<file path="config.mk">
export PLATFORM = sky130hd
export DESIGN_NAME = fetch_stage
export DESIGN_NICKNAME = d
export VERILOG_FILES = /design/src/rtl/riscv_pkg.sv /design/src/rtl/fetch_stage_if_id_reg.sv /design/src/rtl/fetch_stage.sv
export SDC_FILE = /design/constraint.sdc
export NUM_CORES = 1
export LEC_CHECK = 0
export ABC_AREA = 1
export CORE_AREA = 2 2 109 111
export CTS_CLUSTER_DIAMETER = 200
export DETAILED_ROUTE_END_ITERATION = 8
export DIE_AREA = 0 0 111 113
export PLACE_DENSITY = 0.85
export SLEW_MARGIN = 20
export SYNTH_ARGS = -nofsm -noshare
export SYNTH_HDL_FRONTEND = slang
export SYNTH_SLANG_ARGS = --single-unit
export TNS_END_PERCENT = 10
</file>
<file path="constraint.sdc">
create_clock -name clk -period 3.4 [get_ports clk]
set_input_delay 0.34 -clock clk [delete_from_list [all_inputs] [get_ports clk]]
set_output_delay 0.34 -clock clk [all_outputs]
set_load 0.005 [all_outputs]
</file>
<file path="src/rtl/riscv_pkg.sv">
// Shared RV32I definitions: data width, bubble encoding, major opcodes and fetch FSM states.
package riscv_pkg;

    localparam int unsigned XLEN = 32;

    // addi x0,x0,0
    localparam logic [XLEN-1:0] RV_NOP_INSTR = 32'h0000_0013;

    localparam logic [6:0] OPC_LUI    = 7'b0110111;
    localparam logic [6:0] OPC_AUIPC  = 7'b0010111;
    localparam logic [6:0] OPC_JAL    = 7'b1101111;
    localparam logic [6:0] OPC_JALR   = 7'b1100111;
    localparam logic [6:0] OPC_BRANCH = 7'b1100011;
    localparam logic [6:0] OPC_LOAD   = 7'b0000011;
    localparam logic [6:0] OPC_STORE  = 7'b0100011;
    localparam logic [6:0] OPC_OP_IMM = 7'b0010011;
    localparam logic [6:0] OPC_OP     = 7'b0110011;
    localparam logic [6:0] OPC_SYSTEM = 7'b1110011;

    typedef enum logic [1:0] {
        BOOT = 2'd0,
        RUN  = 2'd1,
        WAIT = 2'd2
    } fetch_state_t;

    function automatic logic [31:0] sat_inc(input logic [31:0] v);
        return (v == '1) ? v : v + 32'd1;
    endfunction

endpackage

</file>
<file path="src/rtl/fetch_stage_if_id_reg.sv">
// IF/ID pipeline register. Priority: reset > bubble > hold > load.
module if_id_reg
    import riscv_pkg::*;
#(
    parameter logic [XLEN-1:0] NOP_INSTR = RV_NOP_INSTR
) (
    input  logic            clk,
    input  logic            reset,
    input  logic            hold,
    input  logic            bubble,
    input  logic [XLEN-1:0] pc,
    input  logic [XLEN-1:0] pc_plus4,
    input  logic [XLEN-1:0] instr,
    output logic            id_valid,
    output logic [XLEN-1:0] id_pc,
    output logic [XLEN-1:0] id_pc_plus4,
    output logic [XLEN-1:0] id_instr
);

    always_ff @(posedge clk) begin
        if (reset) begin
            id_valid    <= 1'b0;
            id_pc       <= '0;
            id_pc_plus4 <= '0;
            id_instr    <= NOP_INSTR;
        end else if (bubble) begin
            // PC fields keep their last value; only the instruction is squashed.
            id_valid <= 1'b0;
            id_instr <= NOP_INSTR;
        end else if (!hold) begin
            id_valid    <= 1'b1;
            id_pc       <= pc;
            id_pc_plus4 <= pc_plus4;
            id_instr    <= instr;
        end
    end

endmodule

</file>
<file path="src/rtl/fetch_stage.sv">
// IF stage: PC register, fetch FSM (BOOT/RUN/WAIT) and IF/ID register.
// Optional performance counters enabled by defining FETCH_PERF_CNT_EN.
module fetch_stage
    import riscv_pkg::*;
#(
    parameter logic [XLEN-1:0] RESET_PC  = 32'h0000_0000,
    parameter logic [XLEN-1:0] NOP_INSTR = RV_NOP_INSTR
) (
    input  logic            clk,
    input  logic            reset,
    input  logic            stall_if,
    input  logic            redirect_valid,
    input  logic [XLEN-1:0] redirect_pc,
    output logic [XLEN-1:0] imem_addr,
    input  logic [XLEN-1:0] imem_rdata,
    input  logic            imem_ready,
    output logic            id_valid,
    output logic [XLEN-1:0] id_pc,
    output logic [XLEN-1:0] id_pc_plus4,
    output logic [XLEN-1:0] id_instr
`ifdef FETCH_PERF_CNT_EN
    ,
    output logic [31:0]     perf_fetch_cnt,
    output logic [31:0]     perf_stall_cnt,
    output logic [31:0]     perf_flush_cnt
`endif
);

    fetch_state_t    state;
    logic [XLEN-1:0] pc;
    logic [XLEN-1:0] pc_plus4;
    logic [XLEN-1:0] redirect_target;
    logic            active;
    logic            do_redirect;
    logic            do_stall;
    logic            do_wait;
    logic            do_advance;
    logic            ifid_hold;
    logic            ifid_bubble;

    assign imem_addr       = pc;
    assign pc_plus4        = pc + 32'd4;
    assign redirect_target = redirect_pc & ~32'h3;

    always_comb begin
        active      = (state != BOOT);
        do_redirect = active && redirect_valid;
        do_stall    = active && !redirect_valid && stall_if;
        do_wait     = active && !redirect_valid && !stall_if && !imem_ready;
        do_advance  = active && !redirect_valid && !stall_if && imem_ready;
        ifid_hold   = !active || do_stall;
        ifid_bubble = do_redirect || do_wait;
    end

    always_ff @(posedge clk) begin
        if (reset) begin
            state <= BOOT;
            pc    <= RESET_PC;
        end else begin
            case (state)
                BOOT:    state <= RUN;
                RUN:     if (do_wait) state <= WAIT;
                WAIT:    if (imem_ready || redirect_valid) state <= RUN;
                default: state <= BOOT;
            endcase
            if (do_redirect)
                pc <= redirect_target;
            else if (do_advance)
                pc <= pc_plus4;
        end
    end

    if_id_reg #(
        .NOP_INSTR(NOP_INSTR)
    ) u_if_id_reg (
        .clk        (clk),
        .reset      (reset),
        .hold       (ifid_hold),
        .bubble     (ifid_bubble),
        .pc         (pc),
        .pc_plus4   (pc_plus4),
        .instr      (imem_rdata),
        .id_valid   (id_valid),
        .id_pc      (id_pc),
        .id_pc_plus4(id_pc_plus4),
        .id_instr   (id_instr)
    );

`ifdef FETCH_PERF_CNT_EN
    always_ff @(posedge clk) begin
        if (reset) begin
            perf_fetch_cnt <= '0;
            perf_stall_cnt <= '0;
            perf_flush_cnt <= '0;
        end else begin
            if (do_advance)           perf_fetch_cnt <= sat_inc(perf_fetch_cnt);
            if (do_stall || do_wait)  perf_stall_cnt <= sat_inc(perf_stall_cnt);
            if (do_redirect)          perf_flush_cnt <= sat_inc(perf_flush_cnt);
        end
    end
`endif

endmodule

</file>
==> results of run 1 <==
==> state kept, by name, summed over array words and instances (netlist names) <==
| register | flops |
|---|---|
| u_if_id_reg.id_instr | 32 |
| imem_addr | 30 |
| u_if_id_reg.id_pc | 30 |
| u_if_id_reg.id_pc_plus4 | 30 |
| state | 2 |
| u_if_id_reg.id_valid | 1 |
==> power by group <==
| part | switching [W] | internal, W |
|---|---|---|
| clock network | 0.000647 | 0.00123 |
| logic | 0.000204 | 0.000236 |
| registers | 0.0000505 | 0.00153 |
==> final timing paths <==
path / from / cells past startpoint / to
setup / recovery: state[0] / 9 / imem_addr[5]
hold / removal: u_if_id_reg.id_pc_plus4[23] / 2 / u_if_id_reg.id_pc_plus4[23]
setup reg to reg: state[0] / 9 / imem_addr[5]
hold reg to reg: u_if_id_reg.id_pc_plus4[23] / 2 / u_if_id_reg.id_pc_plus4[23]
==> logic make-up after synthesis <==
logic type / count (synthesis) / synth area share, %
xor gates and xnor gates: 5 / 0.8139
DFF: 125 / 46.51
adders and majority gates: 1 / 0.2325
AOI/OAI and AO/OA: 179 / 16.79
other: 1 / 0.06970
and+or+nand+nor: 345 / 27.54
buffers and inverters: 99 / 8.047
==> area by class of cell <==
class / count / area, sq um
clock buffers: 23 / 488.0
clock inverters: 9 / 133.9
fillers: 891 / 3346
flip-flops and latches: 125 / 2502
repair buffers: 197 / 1964
inverters: 52 / 195.2
multi-input cells: 536 / 2464
well taps: 143 / 178.9
==> synthesized netlist by cell type (all sizes together) <==
library cell	n	area share, %
nand4	1	0.12
conb	1	0.070
clkbuf	16	1.1
xnor2	1	0.16
and2	2	0.23
o21ai	115	11
inv	52	3.6
xor2	4	0.65
nor2	87	7.3
nand2	182	13
buf	31	3.3
dfxtp	125	47
a21oi	59	5.5
ha	1	0.23
nor3	30	2.8
a31oi	4	0.47
nand3	43	4.0
a22oi	1	0.14
==> metal layers <==
metal  track usage, %  up-vias  share of wire [%]
met3            10.12       28                 10
met4            11.08        0                2.3
li1                 -     2804                  -
met5                0        -                  0
met1            31.45     2567                 40
met2            43.03      248                 48
==> critical path: cells and delay by family (launching register included) <==
family | cells | cell delay [ns]
simple gates | 7 | 1.44
buf+inv | 2 | 0.53
flops | 1 | 0.33
==> cells in the final DEF, fill, tap and decap left out, types with 5 or more instances in the layout <==
master	netlist	final
a21oi_1	59	59
buf_4	10	7
clkbuf_16	0	17
clkdlybuf4s50_1	0	189
conb_1	1	6
dfxtp_1	125	125
inv_1	49	49
nand2_1	176	176
nand2_2	5	5
nand3_1	43	43
nor2_1	74	74
nor2_2	6	6
nor2_4	7	7
nor3_1	30	30
o21ai_0	90	90
o21ai_1	25	25
==> through the flow <==
step	std cells	power (W)	worst slack, ns	utilization, %
2_1_floorplan	760	0.001800	1.997	-
3_3_place_gp	1053	0.002041	0.6804	64.80
3_5_place_dp	1053	0.002048	0.6884	64.80
4_1_cts	1085	0.003924	1.053	70.32
5_1_grt	1085	0.004051	0.8420	70.32
6_report	1085	0.003899	1.045	70.32
==> flow_summary.ini, run 1 <==
[timing]
report.final.slew_viol_count = 0
max_freq_mhz = 424.7
clock_skew_ns = 0.01373
fin_hold_ws_ns = 0.4632
worst_pin_slew_ns = 0.7870
grt_setup_unrepaired = no
relSlewSlack_pct = 47.41
setup_viol = 0
tns_ns = 0
min_period_ns = 2.355
final-hold-violation-count = 0
period_share_pct = 69.26

[worst_setup_path]
critPathMaxFanout = 22
r2r_slack_ns = 1.05
required_ns = 3.76
cp_slowest_cell = nand2_1
max_stage_delay_ns = 0.59
end_kind = flop
critical_path_class = reg2reg
startpoint_type = flop
cp.arrival_ns = 2.71
crit_chain = nor2_2, nor2_4, nand2_2, nand2_1, inv_1, nand2_1, nand3_1, nand2_1, inv_1
cp_common_cell = nand2_1

[synth]
postSynthCellCount = 755
avgSynthCellArea_sq_um = 7.126
yosysWarnings = 0
ys_types = 26
synthesis.area_sq_um = 5380
yosysSeqAreaShare_pct = 46.51
synth-seq-cells = 125

[floorplanning]
core_sq_um = 11270
initial_core_util_pct = 47.73
die_h_um = 113
ios = 198
rows = 39
die_x_um = 111
die-area_sq_um = 12540

[cts]
postCtsSetupBuffers = 0
worstSkewPairLatency_ns = 0.42
clkTransAtPathRegs_ns = 0.05
clkSinkCount = 125
cts-root-buf = clkbuf_16
max-clock-path-buffers = 2
post_cts_resized = 0
cts_buffers = 17
cts_tree = built
h-tree-depth = 4
cts_hold_buf = 0

[pwr]
peakVddDrop_mv = 0.3444
p_per_area_nw_per_um2 = 491.9
leakage_nw = 2.913

[placement]
hpwl_um = 11210
placed_area_sq_um = 7305
portBuffers = 189
globalplace.congestion = 0.8543

[cells_and_area]
num_antenna_cells = 0
final_nets = 999
finish.instance_area_sq_um = 7926
area_delta_synth_final_pct = 47.33
final_layout_size_suffix_gt1_share_pct = 6.369

[routing]
dr.pass1.iters = 6
vias = 5647
drc = 0
drt_first_iter_violations = 515
via_per_inst = 5.205
wl_um = 16410
antenna_left = 0
wire_per_inst_um = 15.12

[run_status]
status = completed

[grt]
grt_max_degree = 57
grt_usage_pct = 26.41
grt.overflow.total = 0
antenna_found_initial = 0
grt_pass1_wl_um = 26840
grt_pass1_vias = 5420

[min_path]
worstHoldPathType = reg2reg

[run]
cap_violations = 0
No activity file was read; power rests on OpenSTA's default activity.
==> run 2, diff against run 1 <==
--- a/config.mk
+++ b/config.mk
@@ -6,11 +6,11 @@
 export NUM_CORES = 1
 export LEC_CHECK = 0
 export ABC_AREA = 1
-export CORE_AREA = 2 2 109 111
+export CORE_AREA = 2 2 113 115
 export CTS_CLUSTER_DIAMETER = 200
 export DETAILED_ROUTE_END_ITERATION = 8
-export DIE_AREA = 0 0 111 113
-export PLACE_DENSITY = 0.85
+export DIE_AREA = 0 0 115 117
+export PLACE_DENSITY = 0.79
 export SLEW_MARGIN = 20
 export SYNTH_ARGS = -nofsm -noshare
 export SYNTH_HDL_FRONTEND = slang
==> constraint.sdc (replaced) <==
create_clock -name clk -period 2.2 [get_ports clk]
set_input_delay 0.22 -clock clk [delete_from_list [all_inputs] [get_ports clk]]
set_output_delay 0.22 -clock clk [all_outputs]
set_load 0.005 [all_outputs]
==> flow_summary.ini, run 2 (synthesis gave the netlist of run 1 again) <==
[grt]
grt_max_degree = 63
grt_usage_pct = 24.40
antenna_found_initial = 0
grt_pass1_vias = 5191
grt_pass1_wl_um = 25420
grt.overflow.total = 0

[floorplanning]
core_sq_um = 12310
die_h_um = 117
die_x_um = 115
die-area_sq_um = 13460
rows = 41
initial_core_util_pct = 43.70
ios = 198

[min_path]
worstHoldPathType = in2reg
worstHoldPathCells = 3
hold_start = imem_rdata[0]
worstHoldEndpoint = u_if_id_reg.id_instr[0]

[pwr]
p_per_area_nw_per_um2 = 703.3
p_total_w = 0.005522
leakage_nw = 2.887
peakVddDrop_mv = 0.4691

[timing]
period_share_pct = 79.98
worst_pin_slew_ns = 0.6675
clock_skew_ns = 0.009408
min_period_ns = 1.760
setup_viol = 0
report.final.slew_viol_count = 0
relSlewSlack_pct = 55.50
grt_setup_unrepaired = no
tns_ns = 0
max_freq_mhz = 568.3
final-hold-violation-count = 0

[cts]
cts_buffers = 17
postCtsSetupBuffers = 0
max-clock-path-buffers = 2
cts_tree = built
worstSkewPairLatency_ns = 0.42
clkSinkCount = 125
cts_hold_buf = 0
post_cts_resized = 0
cts-root-buf = clkbuf_16
clkTransAtPathRegs_ns = 0.05
h-tree-depth = 4

[routing]
via_per_inst = 5.072
drc = 0
vias = 5539
wire_per_inst_um = 14.64
dr.pass1.iters = 6
wl_um = 15990
antenna_left = 0
drt_first_iter_violations = 341

[cells_and_area]
area_delta_synth_final_pct = 45.93
fill_cells = 1109
final_layout_size_suffix_gt1_share_pct = 5.945
multi_input_area_sq_um = 2469
final_cell_mix = clkdlybuf4s50_1, nand2_1, dfxtp_1
final_common_cell = clkdlybuf4s50_1
num_antenna_cells = 0
seqCellArea_sq_um = 2502
finish.instance_area_sq_um = 7851
largest_register_ffs = 32
top_register = u_if_id_reg.id_instr
final_nets = 1003
utilization_pct = 63.77
instances_no_fill = 1092

[run]
cap_violations = 0

[placement]
portBuffers = 189
dp_cells = 1064
hpwl_um = 11250
placed_area_sq_um = 7356
globalplace.congestion = 0.8852

[worst_setup_path]
max_stage_delay_ns = 0.40
r2r_slack_ns = 0.44
cp_slowest_cell = dfxtp_1
timing.rr.start = imem_addr[3]
required_ns = 2.49
startpoint_type = flop
reg2reg_to = u_if_id_reg.id_pc_plus4[24]
critical_path_class = reg2reg
cp.arrival_ns = 2.05
end_kind = flop
crit_chain = ha_1, nand2_1, nor2_1, nand2_1, nor2_1, nand3_1, nand3_1, a21oi_1
critPathMaxFanout = 5
r2r_cells = 8

[run_status]
status = completed
==> run 2: where the power goes <==
part	internal (W)	switching (W)	leakage [nW]
Sequential	0.00237	0.0000769	1.02
Combinational	0.000370	0.000313	1.63
Clock	0.00146	0.000931	0.243
Total	0.00420	0.00132	2.89
==> run 2: layer usage <==
| layer | track usage (%) | part of all wire (%) |
|---|---|---|
| met5 | 0 | 0 |
| met4 | 10.20 | 2.6 |
| met3 | 9.269 | 7.9 |
| met2 | 39.22 | 46 |
| met1 | 29.52 | 43 |
==> run 2: final cells by class <==
class / instances / area share, %
sequential: 125 / 31.87
multi-input combinational: 536 / 31.44
timing repair buffer: 201 / 25.56
clock buffer: 25 / 6.056
inverter: 52 / 2.486
tap: 150 / 2.390
clock inverter: 3 / 0.1912
==> run 2: worst max-delay path by stage <==
| stage | from | endpoint | slack (ns) |
|---|---|---|---|
| 6_report | imem_addr[3] | u_if_id_reg.id_pc_plus4[24] | 0.44 |
| 5_1_grt | state[0] | u_if_id_reg.id_instr[17] | 0.26 |
| 4_1_cts | state[0] | u_if_id_reg.id_instr[10] | 0.22 |
| 3_5_place_dp | redirect_valid | u_if_id_reg.id_instr[26] | 0.16 |
| 3_3_place_gp | redirect_valid | u_if_id_reg.id_instr[27] | 0.18 |
| 2_1_floorplan | imem_addr[3] | u_if_id_reg.id_pc_plus4[26] | 0.80 |
==> run 2: stage by stage <==
step                hold WS, ns  worst slack, ns
floorplan                0.3649           0.7971
global placement         0.4523           0.1773
detailed placement       0.4563           0.1569
CTS                      0.3911           0.2243
global route             0.4029           0.2622
finish                   0.3934           0.4404
==> run 2: critical path, delay by kind of cell (launching register included) <==
| kind | cells | cell delay, ns |
|---|---|---|
| simple gates | 6 | 0.94 |
| flops | 1 | 0.40 |
| fa+ha+maj | 1 | 0.22 |
| compound gates | 1 | 0.07 |
==> run 3, diff against run 2 <==
--- a/config.mk
+++ b/config.mk
@@ -6,11 +6,11 @@
 export NUM_CORES = 1
 export LEC_CHECK = 0
 export ABC_AREA = 1
-export CORE_AREA = 2 2 113 115
+export CORE_AREA = 2 2 119 121
 export CTS_CLUSTER_DIAMETER = 200
 export DETAILED_ROUTE_END_ITERATION = 8
-export DIE_AREA = 0 0 115 117
-export PLACE_DENSITY = 0.79
+export DIE_AREA = 0 0 121 123
+export PLACE_DENSITY = 0.76
 export SLEW_MARGIN = 20
 export SYNTH_ARGS = -nofsm -noshare
 export SYNTH_HDL_FRONTEND = slang
==> constraint.sdc (replaced) <==
create_clock -name clk -period 1.5 [get_ports clk]
set_input_delay 0.15 -clock clk [delete_from_list [all_inputs] [get_ports clk]]
set_output_delay 0.15 -clock clk [all_outputs]
set_load 0.005 [all_outputs]
==> flow_summary.ini, run 3 (synthesis gave the netlist of run 1 again) <==
[timing]
fin_hold_ws_ns = 0.3098
setup_ws_ns = -0.03627
report.final.slew_viol_count = 0
final-hold-violation-count = 0
grt_setup_unrepaired = yes
min_period_ns = 1.536
max_freq_mhz = 650.9
setup_viol = 3
tns_ns = -0.06069
clock_skew_ns = 0.008725
period_share_pct = 102.4

[cells_and_area]
final_layout_size_suffix_gt1_share_pct = 16.98
num_antenna_cells = 0
largest_register_ffs = 32
area_delta_synth_final_pct = 60.05
multi_input_area_sq_um = 2600
final_nets = 1052
final_cell_mix = nand2_1, clkdlybuf4s50_1, dfxtp_1
top_register = u_if_id_reg.id_instr
fill_cells = 1201
seqCellArea_sq_um = 2537
final_common_cell = nand2_1

[grt]
antenna_found_initial = 0
grt_usage_pct = 23.53
grt.overflow.total = 0
grt_max_degree = 50
grt_pass1_vias = 5700
grt_pass1_wl_um = 27650

[pwr]
leakage_nw = 3.459
p_switching_w = 0.002089
p_clk_share_pct = 49.2
p_int_w = 0.007143
peakVddDrop_mv = 0.7799
pwr-share-comb_pct = 12.1
p_per_area_nw_per_um2 = 1072
switching_share_pct = 22.63
seqPwrFrac_pct = 38.7

[worst_setup_path]
r2r_cells = 9
reg2reg_to = u_if_id_reg.id_pc_plus4[19]
r2r_slack_ns = -0.04
critical_path_class = reg2reg
required_ns = 1.84
startpoint_type = flop
end_kind = flop
timing.rr.start = imem_addr[3]
critPathMaxFanout = 7
cp.arrival_ns = 1.88

[cts]
clkSinkCount = 125
cts_buffers = 17
worstSkewPairLatency_ns = 0.42
cts_hold_buf = 0
cts_tree = built
clkTransAtPathRegs_ns = 0.05
max-clock-path-buffers = 2
h-tree-depth = 4
cts-root-buf = clkbuf_16

[min_path]
worstHoldPathCells = 3
hold_start = imem_rdata[0]
worstHoldPathType = in2reg
worstHoldEndpoint = u_if_id_reg.id_instr[0]

[run_status]
violations = negative setup slack
status = finished, violations left

[floorplanning]
ios = 198
die_h_um = 123
die_x_um = 121
initial_core_util_pct = 39.53
die-area_sq_um = 14880
rows = 43
core_sq_um = 13610

[routing]
drc = 0
dr.pass1.iters = 5
vias = 5806
via_per_inst = 4.941
drt_first_iter_violations = 317
antenna_left = 0
wire_per_inst_um = 14.70
wl_um = 17270

[placement]
hpwl_um = 12170
portBuffers = 189
globalplace.congestion = 0.9029

[run]
cap_violations = 0
-- run 3: cell count changes in the layout (fill, tap and decap cells not counted), moves of 7 or more --
cell | previous run | this run
dfxtp_1 | 125 | 99
dlygate4sd2_1 | 0 | 26
nor2_1 | 74 | 67
buf_4 | 10 | 55
clkdlybuf4s50_1 | 189 | 158
dfxtp_2 | 0 | 25
-- run 3: layer usage --
| metal | vias to the layer above | global-route usage (%) | wire length (um) |
|---|---|---|---|
| li1 | 2915 | - | - |
| met1 | 2639 | 27.68 | 7258 |
| met2 | 226 | 39.08 | 8158 |
| met3 | 26 | 9.225 | 1525 |
| met4 | 0 | 8.285 | 326 |
| met5 | - | 0 | 0 |
-- run 3: what timing repair did --
| item | CTS | global route |
|---|---|---|
| resized for setup | 58 | 41 |
| endpoints found under the setup margin | 57 | 54 |
| pin swaps | 4 | 21 |
| buffers inserted | 1 | 1 |
-- run 3: per-stage QoR --
step | worst slack (ns) | power [W] | utilization (%) | cell area [sq um] | cells
floorplan | 0.09715 | 0.004079 | - | 5399 | 760
global placement | -0.07050 | 0.004739 | 57.18 | 7784 | 1141
detailed placement | -0.1179 | 0.004752 | 57.18 | 7784 | 1141
CTS | -0.03576 | 0.009280 | 62.27 | 8476 | 1174
global route | -0.08452 | 0.009593 | 63.26 | 8611 | 1175
finish | -0.03627 | 0.009233 | 63.26 | 8611 | 1175
-- run 3: worst max-delay path by stage --
stage,from,slack (ns),end
after floorplan,imem_addr[3],0.1,u_if_id_reg.id_pc_plus4[26]
after global placement,redirect_valid,-0.07,imem_addr[11]
after detailed placement,redirect_valid,-0.12,imem_addr[6]
after CTS,imem_addr[8],-0.04,imem_addr[8]
after global routing,imem_addr[3],-0.08,imem_addr[20]
final,imem_addr[3],-0.04,u_if_id_reg.id_pc_plus4[19]
-- run 3: power groups by stage --
stage	logic (W)	clock network (W)	registers [W]
final	0.00111	0.00454	0.00357
after global routing	0.00123	0.00477	0.00359
after CTS	0.00111	0.00460	0.00357
after detailed placement	0.00112	0	0.00363
after global placement	0.00111	0	0.00363
after floorplan	0.000432	0	0.00365
-- run 3: area by class of cell --
type,instances,area share (%)
Tap cell,180,2.616
Clock buffer,20,5.420
Clock inverter,12,2.209
Multi-Input combinational cell,536,30.19
Inverter,52,2.267
Sequential cell,125,29.47
Timing Repair Buffer,250,27.83
-- run 3: worst max-delay path, stage by stage (launching register included) --
cell and delay (ns):
dfxtp_4 0.37, buf_6 0.10, nand2_2 0.06, nor2_4 0.18
nand2_4 0.12, nor2_4 0.23, nand2_1 0.07, nand2_1 0.10
nand3_2 0.09, a21oi_1 0.14
==> patch, RTL diff (settings of run 3) <==
Set the package constant `XLEN` to 16 (it was 32).
--- a/src/rtl/riscv_pkg.sv
+++ b/src/rtl/riscv_pkg.sv
@@ -3,3 +3,3 @@
 
-    localparam int unsigned XLEN = 32;
+    localparam int unsigned XLEN = 16;
 
Ports: changed (6 resized); port bits go from 198 to 102. The function was not compared with the original's and may differ.
==> patch against run 3 <==
  * Power fell by 55%
  * Synthesized area fell by 50%
  * Wire length fell by 51%
  * Setup slack improved by 110 ps
  * Final cell count fell by 44%
  * Critical path depth fell by 7
  * Cell area fell by 51%
  * Sequential cell count fell by 64
  * Die area did not move
  * Critical path type is now flip-flop to output port
  * Largest power group unchanged
==> patch: results (changes against run 3) <==
[metrics] CP Depth: 2 (was 9)
[metrics] maximum number of pins on one net before global-route repair: 27 (was 50)
[metrics] detailed-routed wire length on met3: 901 µm (was 1530 µm)
[metrics] post-CTS sizing: 4 (was 58)
[metrics] via count of the first global-routing pass: 2,635 (was 5,700)
[metrics] Register-to-Register Setup Slack: 140 ps (was -40 ps)
[metrics] number of setup buffers added after CTS: 0 (was 1)
[metrics] DRT iter0 DRCs: 187 (was 317)
[metrics] final worst-path cycle share: 95.2% (was 102%)
[metrics] r2r endpoint: imem_addr[10]$_SDFFE_PP0P_ (was u_if_id_reg.id_pc_plus4[19]$_SDFFE_PP0P_)
[metrics] status: finished clean (was complete, but fails checks)
[metrics] number of filler cells placed in the layout: 1,463 (was 1,201)
[metrics] top fanout value on the critical path: 4 (was 7)
[metrics] Setup Skew: 6.29 ps (was 8.73 ps)
[metrics] worst setup path startpoint: imem_addr[8]$_SDFFE_PP0P_ (was imem_addr[3]$_SDFFE_PP0P_)
[metrics] layout cell share with drive strength beyond 1: 14.6% (was 17.0%)
[metrics] hold wc startpoint: imem_rdata[9] (was imem_rdata[0])
[metrics] sum of net half-perimeters after detailed placement: 6320 µm (was 12,200 µm)
[metrics] Initial DRT Pass Iterations: 4 (was 5)
[metrics] met1 usage in global routing: 14.3% (was 27.7%)
[metrics] cell area after placement: 3940 µm² (was 7780 µm²)
[metrics] all-layer global routing usage: 12.0% (was 23.5%)
[metrics] TritonCTS buffer count: 9 (was 17)
[metrics] detailed-routing wirelength on met1: 3500 µm (was 7260 µm)
[metrics] global-route track usage on met3: 5.30% (was 9.23%)
[metrics] met2 demand-to-capacity share in global routing: 19.5% (was 39.1%)
[metrics] worst slack at placement: -48.5 ps (was -118 ps)
[metrics] Total Routed Length: 8420 µm (was 17,300 µm)
[metrics] input/output buffers: 93 (was 189)
[metrics] WL/cell: 12.9 µm (was 14.7 µm)
[metrics] routability congestion estimate: 0.887 (was 0.903)
[metrics] post-placement cell count: 639 (was 1,141)
[metrics] Hold Slack: 383 ps (was 310 ps)
[metrics] Max IR drop VDD: 0.000688 V (was 0.000780 V)
[metrics] vias: 2,730 (was 5,806)
[metrics] CP top delay family: buffers and inverters (was simple AND/OR/NAND/NOR gates)
[metrics] Worst Reg-to-Reg Cells: 8 (was 9)
[metrics] WP data arrival: 1280 ps (was 1880 ps)
[metrics] leading cell types by total area after synthesis: dfxtp_1, nand2_1, o21ai_0, a21oi_1, nor2_1 (unchanged)
[metrics] sink of the worst hold path: u_if_id_reg.id_instr[9]$_SDFFE_PP0N_ (was u_if_id_reg.id_instr[0]$_SDFFE_PP1N_)
[metrics] leak pwr: 1.58 nW (was 3.46 nW)
[metrics] Commonest cells post-synth: nand2_1, dfxtp_1, o21ai_0, nor2_1, a21oi_1 (unchanged)
[metrics] global-route wire length before repair: 13,500 µm (was 27,600 µm)
## patch: cell types whose count changed in the layout (fill, tap and decap cells not counted), sizes merged, moves of 4 or more
cell	before	now
nand2	182	83
clkdlybuf4s50	158	89
o21ai	115	48
dfxtp	125	61
nor2	87	44
buf	61	23
nor3	30	0
inv	52	27
dlygate4sd2	26	2
nand3	43	21
a21oi	59	42
clkbuf	20	10
bufinv	5	0
xor2	4	0
## patch: logic make-up after synthesis
family,synth area share [%]
compound gates,19.2
simple gates,24.4
buf+inv,9.80
fa+ha+maj,0.465
xor+xnor,0.651
flops,45.4
other cells,0.139
## patch: layout make-up
class,count,area (µm²),area share (%)
clock buffer,10,239,5.63
clock inverter,5,27.5,0.648
inverter,27,101,2.39
multi-input combinational,255,1260,29.6
sequential,61,1230,28.9
tap,180,225,5.30
timing repair buffer,116,1170,27.5
## patch: power by group
group	total (mW)	internal [mW]	switching (mW)
registers	1.74	1.69	0.0505
clock network	1.84	1.14	0.704
logic	0.576	0.315	0.261
total	4.16	3.14	1.02
